`config.mk`:
```
export PLATFORM = sky130hd
export DESIGN_NAME = lampfpu_sqrt_round
export DESIGN_NICKNAME = d
export VERILOG_FILES = /design/src/rtl/lampFPU_pkg.sv /design/src/rtl/lampfpu_round_core.sv /design/src/rtl/lampfpu_sqrt_round.sv
export SDC_FILE = /design/constraint.sdc
export NUM_CORES = 1
export LEC_CHECK = 0
export CORE_ASPECT_RATIO = 2
export CORE_MARGIN = 4
export CORE_UTILIZATION = 45
export CTS_CLUSTER_SIZE = 28
export DETAILED_ROUTE_END_ITERATION = 8
export PLACE_DENSITY = 0.75
export SLEW_MARGIN = 30
export SYNTH_ARGS = -nofsm -noshare
export SYNTH_HDL_FRONTEND = slang
export SYNTH_SLANG_ARGS = --single-unit
```
`constraint.sdc`:
```
create_clock -name clk -period 5.1 [get_ports clk]
set_input_delay 1.53 -clock clk [delete_from_list [all_inputs] [get_ports clk]]
set_output_delay 1.53 -clock clk [all_outputs]
set_load 0.02 [all_outputs]
```
`src/rtl/lampFPU_pkg.sv`:
```
// lampFPU_pkg
// Shared definitions for the LAMP 16-bit float (1 sign + 8 exponent + 7 fraction):
// field widths, rounding-mode encoding, infinity / max-finite {exp, frac}
// patterns and the round-up decision used by the rounding stage.
package lampFPU_pkg;

    localparam int LAMP_FLOAT_E_DW = 8;
    localparam int LAMP_FLOAT_F_DW = 7;
    localparam int LAMP_FLOAT_DW   = 1 + LAMP_FLOAT_E_DW + LAMP_FLOAT_F_DW;

    // {exponent, fraction} patterns, sign excluded
    localparam logic [LAMP_FLOAT_E_DW+LAMP_FLOAT_F_DW-1:0] INF_E_F = 15'h7F80;
    localparam logic [LAMP_FLOAT_E_DW+LAMP_FLOAT_F_DW-1:0] MAX_E_F = 15'h7F7F;

    typedef enum logic [1:0] {
        RND_RNE = 2'b00,   // nearest, ties to even
        RND_RTZ = 2'b01,   // toward zero
        RND_RUP = 2'b10,   // toward +inf
        RND_RDN = 2'b11    // toward -inf
    } rnd_mode_e;

    // Decide whether the kept significand is incremented by one ulp.
    function automatic logic FUNC_roundUpDecision(
        input logic      s,
        input logic      lsb,
        input logic      g,
        input logic      r,
        input logic      st,
        input rnd_mode_e mode
    );
        logic w_any;
        logic w_up;
        w_any = g | r | st;
        case (mode)
            RND_RNE: w_up = g & (lsb | r | st);
            RND_RTZ: w_up = 1'b0;
            RND_RUP: w_up = ~s & w_any;
            RND_RDN: w_up = s & w_any;
            default: w_up = 1'b0;
        endcase
        return w_up;
    endfunction

endpackage

```
`src/rtl/lampfpu_round_core.sv`:
```
// lampfpu_round_core
// Combinational rounding between the two pipeline registers: applies the
// precomputed increment, handles the mantissa carry-out, detects exponent
// overflow and chooses infinity or max-finite depending on rounding mode.
// Ports:
//   i_s, i_e (E_DW+1 bits, may already exceed the finite range), i_mant {hidden, frac}
//   i_up      increment decision, i_grs any discarded bit nonzero
//   i_round   0 = special value, pass {s, e, frac} through untouched
//   i_mode    rounding mode
//   o_res     packed {s, e, frac}; o_inexact, o_overflow flags
module lampfpu_round_core
    import lampFPU_pkg::*;
#(
    parameter int E_DW = LAMP_FLOAT_E_DW,
    parameter int F_DW = LAMP_FLOAT_F_DW
) (
    input  logic                 i_s,
    input  logic [E_DW:0]        i_e,
    input  logic [F_DW:0]        i_mant,
    input  logic                 i_up,
    input  logic                 i_grs,
    input  logic                 i_round,
    input  rnd_mode_e            i_mode,
    output logic [E_DW+F_DW:0]   o_res,
    output logic                 o_inexact,
    output logic                 o_overflow
);

    localparam logic [E_DW+1:0] E_INF_WIDE = {2'b00, {E_DW{1'b1}}};
    localparam logic [E_DW-1:0] E_ONES     = {E_DW{1'b1}};
    localparam logic [E_DW-1:0] E_MAX      = {{(E_DW-1){1'b1}}, 1'b0};

    logic [F_DW+1:0] w_sum;
    logic            w_carry;
    logic            w_unused_hidden;
    logic [F_DW-1:0] w_frac;
    logic [E_DW+1:0] w_e_fin;
    logic            w_ovf;
    logic            w_sat;

    assign w_sum           = {1'b0, i_mant} + {{(F_DW+1){1'b0}}, i_up};
    assign w_carry         = w_sum[F_DW+1];
    assign w_unused_hidden = w_sum[F_DW];
    // carry-out can only come from 1.111..1 + 1, so the fraction is zero
    assign w_frac          = w_carry ? {F_DW{1'b0}} : w_sum[F_DW-1:0];
    assign w_e_fin         = {1'b0, i_e} + {{(E_DW+1){1'b0}}, w_carry};
    assign w_ovf           = (w_e_fin >= E_INF_WIDE);
    // modes that never round away from zero in this sign direction saturate
    assign w_sat           = (i_mode == RND_RTZ) ||
                             ((i_mode == RND_RUP) && i_s) ||
                             ((i_mode == RND_RDN) && !i_s);

    // Select pass-through, overflow or normally rounded result.
    always_comb begin
        o_res      = {i_s, i_e[E_DW-1:0], i_mant[F_DW-1:0]};
        o_inexact  = 1'b0;
        o_overflow = 1'b0;
        if (!i_round) begin
            o_res      = {i_s, i_e[E_DW-1:0], i_mant[F_DW-1:0]};
            o_inexact  = 1'b0;
            o_overflow = 1'b0;
        end else if (w_ovf) begin
            o_res      = w_sat ? {i_s, E_MAX, {F_DW{1'b1}}} : {i_s, E_ONES, {F_DW{1'b0}}};
            o_inexact  = 1'b1;
            o_overflow = 1'b1;
        end else begin
            o_res      = {i_s, w_e_fin[E_DW-1:0], w_frac};
            o_inexact  = i_grs;
            o_overflow = 1'b0;
        end
    end

endmodule

```
`src/rtl/lampfpu_sqrt_round.sv`:
```
// lampfpu_sqrt_round
// Final stage after the square-root unit: post-normalises the extended
// significand, rounds it under the selected mode and packs the 16-bit LAMP
// float. Two registered stages with a valid/ready handshake, no skid buffer.
// Ports:
//   clk, rst (synchronous, active-high)
//   valid_i/ready_o     input handshake
//   s_i, e_i, f_i       sign, biased exponent, {carry, hidden, frac, G, R, S}
//   isToRound_i         0 = special value, pass through unrounded
//   rndMode_i           00 RNE, 01 RTZ, 10 RUP, 11 RDN
//   valid_o/ready_i     output handshake
//   res_o, inexact_o, overflow_o   registered result and flags
module lampfpu_sqrt_round
    import lampFPU_pkg::*;
#(
    parameter int E_DW = LAMP_FLOAT_E_DW,
    parameter int F_DW = LAMP_FLOAT_F_DW
) (
    input  logic               clk,
    input  logic               rst,
    input  logic               valid_i,
    output logic               ready_o,
    input  logic               s_i,
    input  logic [E_DW-1:0]    e_i,
    input  logic [F_DW+4:0]    f_i,
    input  logic               isToRound_i,
    input  logic [1:0]         rndMode_i,
    output logic               valid_o,
    input  logic               ready_i,
    output logic [E_DW+F_DW:0] res_o,
    output logic               inexact_o,
    output logic               overflow_o
);

    // stage 1
    logic            r_s1_valid;
    logic            r_s1_s;
    logic [E_DW:0]   r_s1_e;
    logic [F_DW:0]   r_s1_mant;
    logic            r_s1_up;
    logic            r_s1_grs;
    logic            r_s1_round;
    rnd_mode_e       r_s1_mode;
    // stage 2
    logic            r_s2_valid;
    logic [E_DW+F_DW:0] r_res;
    logic            r_inexact;
    logic            r_overflow;

    logic            w_adv2;
    rnd_mode_e       w_mode;
    logic [F_DW+3:0] w_f_norm;   // {hidden, frac, G, R, S}
    logic [E_DW:0]   w_e_norm;
    logic            w_up;
    logic            w_grs;
    logic [E_DW+F_DW:0] w_res;
    logic            w_inexact;
    logic            w_overflow;

    assign w_adv2  = !r_s2_valid || ready_i;
    assign ready_o = !r_s1_valid || w_adv2;
    assign w_mode  = rnd_mode_e'(rndMode_i);

    // Pre-normalise: a set carry bit shifts right once, folding the dropped bit into sticky.
    always_comb begin
        w_f_norm = f_i[F_DW+3:0];
        w_e_norm = {1'b0, e_i};
        if (f_i[F_DW+4]) begin
            w_f_norm = {f_i[F_DW+4:2], f_i[1] | f_i[0]};
            w_e_norm = {1'b0, e_i} + {{E_DW{1'b0}}, 1'b1};
        end else begin
            w_f_norm = f_i[F_DW+3:0];
            w_e_norm = {1'b0, e_i};
        end
    end

    assign w_up  = isToRound_i &
                   FUNC_roundUpDecision(s_i, w_f_norm[3], w_f_norm[2], w_f_norm[1], w_f_norm[0], w_mode);
    assign w_grs = isToRound_i & (|w_f_norm[2:0]);

    lampfpu_round_core #(
        .E_DW (E_DW),
        .F_DW (F_DW)
    ) u_round_core (
        .i_s        (r_s1_s),
        .i_e        (r_s1_e),
        .i_mant     (r_s1_mant),
        .i_up       (r_s1_up),
        .i_grs      (r_s1_grs),
        .i_round    (r_s1_round),
        .i_mode     (r_s1_mode),
        .o_res      (w_res),
        .o_inexact  (w_inexact),
        .o_overflow (w_overflow)
    );

    // Two-stage pipeline: each stage loads only when the stage after it can move.
    always_ff @(posedge clk) begin
        if (rst) begin
            r_s1_valid <= 1'b0;
            r_s1_s     <= 1'b0;
            r_s1_e     <= {(E_DW+1){1'b0}};
            r_s1_mant  <= {(F_DW+1){1'b0}};
            r_s1_up    <= 1'b0;
            r_s1_grs   <= 1'b0;
            r_s1_round <= 1'b0;
            r_s1_mode  <= RND_RNE;
            r_s2_valid <= 1'b0;
            r_res      <= {(E_DW+F_DW+1){1'b0}};
            r_inexact  <= 1'b0;
            r_overflow <= 1'b0;
        end else begin
            if (ready_o) begin
                r_s1_valid <= valid_i;
                if (valid_i) begin
                    r_s1_s     <= s_i;
                    // specials keep their raw exponent and fraction
                    r_s1_e     <= isToRound_i ? w_e_norm : {1'b0, e_i};
                    r_s1_mant  <= isToRound_i ? w_f_norm[F_DW+3:3] : f_i[F_DW+3:3];
                    r_s1_up    <= w_up;
                    r_s1_grs   <= w_grs;
                    r_s1_round <= isToRound_i;
                    r_s1_mode  <= w_mode;
                end
            end
            if (w_adv2) begin
                r_s2_valid <= r_s1_valid;
                if (r_s1_valid) begin
                    r_res      <= w_res;
                    r_inexact  <= w_inexact;
                    r_overflow <= w_overflow;
                end
            end
        end
    end

    assign valid_o    = r_s2_valid;
    assign res_o      = r_res;
    assign inexact_o  = r_inexact;
    assign overflow_o = r_overflow;

endmodule
```
; ---- Yosys cells after proc, flatten, opt, wreduce, memory -nomap -nowiden
; Cells that the tools add are included.
[classes]
add_sub_neg = 3
order_cmp = 1
eq_ne = 6
n_mux = 13
bitwise_logic = 11
n_reduce_logical = 13
[op_table]
columns = cell, count
row1 = 2-to-1 mux 15 bit, 2
row2 = 2-to-1 mux 9 bit, 2
row3 = 2-to-1 mux 8 bit, 2
row4 = 2-to-1 mux 11 bit, 1
row5 = adder 9 x 1 -> 10 bit, 1
row6 = greater-or-equal comparator 10 x 8 -> 1 bit (second input constant), 1
row7 = adder 8 x 1 -> 9 bit, 1
row8 = adder 8 x 1 -> 9 bit (second input constant), 1
row9 = equality test 2 bit (second input constant), 4
row10 = 2-to-1 mux 7 bit, 1
row11 = bitwise AND 1 bit, 5
row12 = bitwise OR 1 bit, 5
row13 = equality test 2 x 1 -> 1 bit (second input constant), 2
row14 = logical OR 1 bit, 4
row15 = 2-to-1 mux 1 bit, 4
row16 = one-hot mux 1 bit (4 select lines), 1
row17 = AND reduction 2 bit, 2
row18 = logical NOT 1 bit, 3
row19 = OR reduction 3 bit, 1
row20 = logical AND 1 bit, 2
row21 = logical NOT 2 bit, 1
row22 = inverter 1 bit, 1
[totals]
register_bits = 43
in_bits = 28
out_inout_bits = 20
wordCells = 59

; ---- Logic depth before layout (Yosys ltp)
[logic_depth]
ltp_word = 7
ltp_mapped = 12
mapped_depth_nobuf = 11

; ---- By module
; Synthesis repeated with hierarchy kept, for this count alone.
[hier_totals]
hier_cells = 334
hier_area_um2 = 2590.0
[modules_own_cells]
columns = mod, n_inst, cells_each, area_each_um2, seq_area_each_um2
row1 = lampfpu_sqrt_round, 1, 220, 1804.2, 860.8
row2 = lampfpu_round_core, 1, 114, 785.8, 0.0

; ---- Worst setup path before layout
; OpenSTA, ideal clock, no wires.
[synth_path]
path_type = input to output
from = input ready_i
to = output ready_o
t_arrival_ns = 1.813
t_required_ns = 3.570
slack_ns = 1.757
path_stages = 1
path_buffers = 0
path_cell_list = nand3b_1
[synth_between]
elab_chain_cells = 2
[synth_lines]
columns = item, line
row1 = "start, declared", lampfpu_sqrt_round.sv:29  ; input logic ready_i,
row2 = logical OR 1 bit, lampfpu_sqrt_round.sv:60  ; assign w_adv2 = !r_s2_valid || ready_i;
row3 = logical OR 1 bit, lampfpu_sqrt_round.sv:61  ; assign ready_o = !r_s1_valid || w_adv2;
row4 = "end, declared", lampfpu_sqrt_round.sv:22  ; output logic ready_o,
; Every way passes these cells.

; ---- Final worst setup path
; Same ends and word-level chain as after synthesis.

==> qor.yml <==
status: "completed"
die_area_um2: 6549
synth_edf_count: 0
dp.cells: 394
ctsResizeCount: 0
cp_data_required_time_ns: 3.57
dpl.hpwl_um: 4340
arrival_ns: 2.77
yosysSeqAreaShare_pct: 36.40
firstDrtPassIters: 4
antenna_found_initial: 0
dr_wl_met2_um: 3266
vias_per_cell: 5.766
fin_crit_ns: 4.299
wl_um: 5754
cts_buffer_depth: 2
met3_length_um: 183
grt_pass1_vias: 2183
grt_overflow: 0
start_kind: "input pin"
dr_total_vias: 2318
finClkSkew_ns: 0.007405
tns_ns: 0
worst_slack_ns: 0.8010
core_um2: 5139
area_growth_pct: 25.24
synth_area_um2: 2365
routed.top_layer: "met4"
avgSynthCellArea_um2: 7.805
async_flop_share_pct: 0
worst_slew_pin_slew_ns: 0.8616
layout-drive-gt1-share_pct: 6.395
drcViolationCount: 0
synth_nets: 336
met1_length_um: 2174
ys_types: 48
min_path_type: "flop to flop"
wl_per_cell_um: 14.31
boundaryPins: 48
grt_max_degree: 39
fin_crit_sh_pct: 84.29
grt_pass1_wl_um: 9680
grtUsageTotal_pct: 18.84
critical_path_class: "input pin to primary output"
ant_nets: 0
antenna_cells: 0
drv_cap: 0
root_buffer: "clkbuf_8"
yosysWarnings: 0
numCtsBuffers: 5
setup_violations: 0
power_density_nw_per_um2: 250.6
die_h_um: 110.5
max_slew_margin_pct: 42.48
clk_pin_slew_worst_paths_ns: 0.08
fmax_ghz: 0.2326
synth_common_cells: "nand2_1 (55), dfxtp_1 (43), nor2_1 (30)"
hold_viol_final: 0
drt-initial-drc-count: 82
clk-insertion-delay-late_ns: 0.31
final_nets: 376
numClockSinks: 43
gp_congestion: 0.8012
instances_no_fill: 402
worstSetupEndpointType: "primary output"
cts_hold_buf: 0
leakagePower_nw: 1.086
netlist_top_cells_area: "dfxtp_1 (36%), nand2_1 (8.7%), nor2_1 (4.8%)"
ys_seq_elements: 43
tritoncts: "yes"
postCtsSetupBuffers: 0
yosys.area.top_type: "dfxtp_1"
initial_utilization_pct: 46.02
nFillCells: 469
rsz0062_at_grt: "false"
pre_cts_ws_ns: 0.7946
fp.dieW_um: 59.26
peakVddDrop_mv: 0.1763
io_buffers: 47
synth_top_cell_area_share_pct: 36.40
synthFlopType: "dfxtp_1"
finalMaxSlewViolations: 0
worst-path-max-fanout: 3
synth_cells: 303
row_count: 37
htreeDepth: 2
yosysMostFrequentCell: "nand2_1"
-- worst paths after layout --
check                             startpoint   endpoint  slack, ns  cells after the start
worst max-delay path                 ready_i    ready_o       0.80                      3
worst min-delay path               res_o[10]  res_o[10]       0.46                      2
worst max register to register  r_s1_mant[0]   res_o[7]       1.52                     13
worst min register to register     res_o[10]  res_o[10]       0.46                      2
-- routing by layer --
metal  vias to the layer above  global-route usage, %
li1                       1171                      -
met4                         0                  9.228
met5                         -                      0
met1                      1085                  18.75
met3                        12                  3.860
met2                        50                  34.48
-- logic make-up after synthesis --
group / Yosys count / share of synthesized area (%)
simple gates: 136 / 27.04
compound gates: 78 / 22.86
flops: 43 / 36.40
buf+inv: 24 / 4.497
xor+xnor: 13 / 4.815
fa+ha+maj: 5 / 2.646
mux: 4 / 1.746
-- flip-flops by register name, summed over array words and instances, names as in the netlist, 2 cells and up --
name       count
res_o         16
r_s1_mode      2
r_s1_e         9
r_s1_mant      8
-- placed cells by master (no fill, tap or decap), types with 7 or more instances in the layout --
master / instances
or3_1: 8
xor2_1: 8
clkbuf_8: 7
a211oi_1: 7
and3_1: 8
nor2_1: 30
nand2_1: 55
nand3_1: 8
o21ai_0: 13
dfxtp_1: 43
a311oi_1: 11
clkdlybuf4s50_1: 47
a21oi_1: 20
-- report_power, final --
part	total (mW)	leakage, nW	internal [mW]	switching [mW]
clock	0.243	0.0515	0.124	0.119
sequential	0.377	0.353	0.354	0.0229
combinational	0.122	0.681	0.0607	0.0616
total	0.742	1.09	0.539	0.204
-- worst max-delay path, stage by stage --
cell and delay (ns):
clkdlybuf4s50_1 0.47, nand3b_1 0.14, clkdlybuf4s50_1 0.62
-- per-stage QoR --
step | cell area (um^2) | hold slack (ns) | util [%] | power (mW)
floorplan | 2365 | 0.4364 | - | 0.4531
global placement | 2846 | 0.4392 | 55.39 | 0.5049
detailed placement | 2861 | 0.4445 | 55.69 | 0.5078
CTS | 2962 | 0.4600 | 57.63 | 0.7480
global route | 2962 | 0.4819 | 57.63 | 0.7747
finish | 2962 | 0.4565 | 57.63 | 0.7422
-- layout make-up --
cell class	count	area (um^2)	share of cell area (%)
Clock buffer	8	100.1	3.380
Inverter	5	18.77	0.6337
Multi-Input combinational cell	236	1401	47.32
Sequential cell	43	860.8	29.07
Tap cell	58	72.57	2.450
Timing Repair Buffer	52	508.0	17.15
Power figures use the tool's default switching activity.
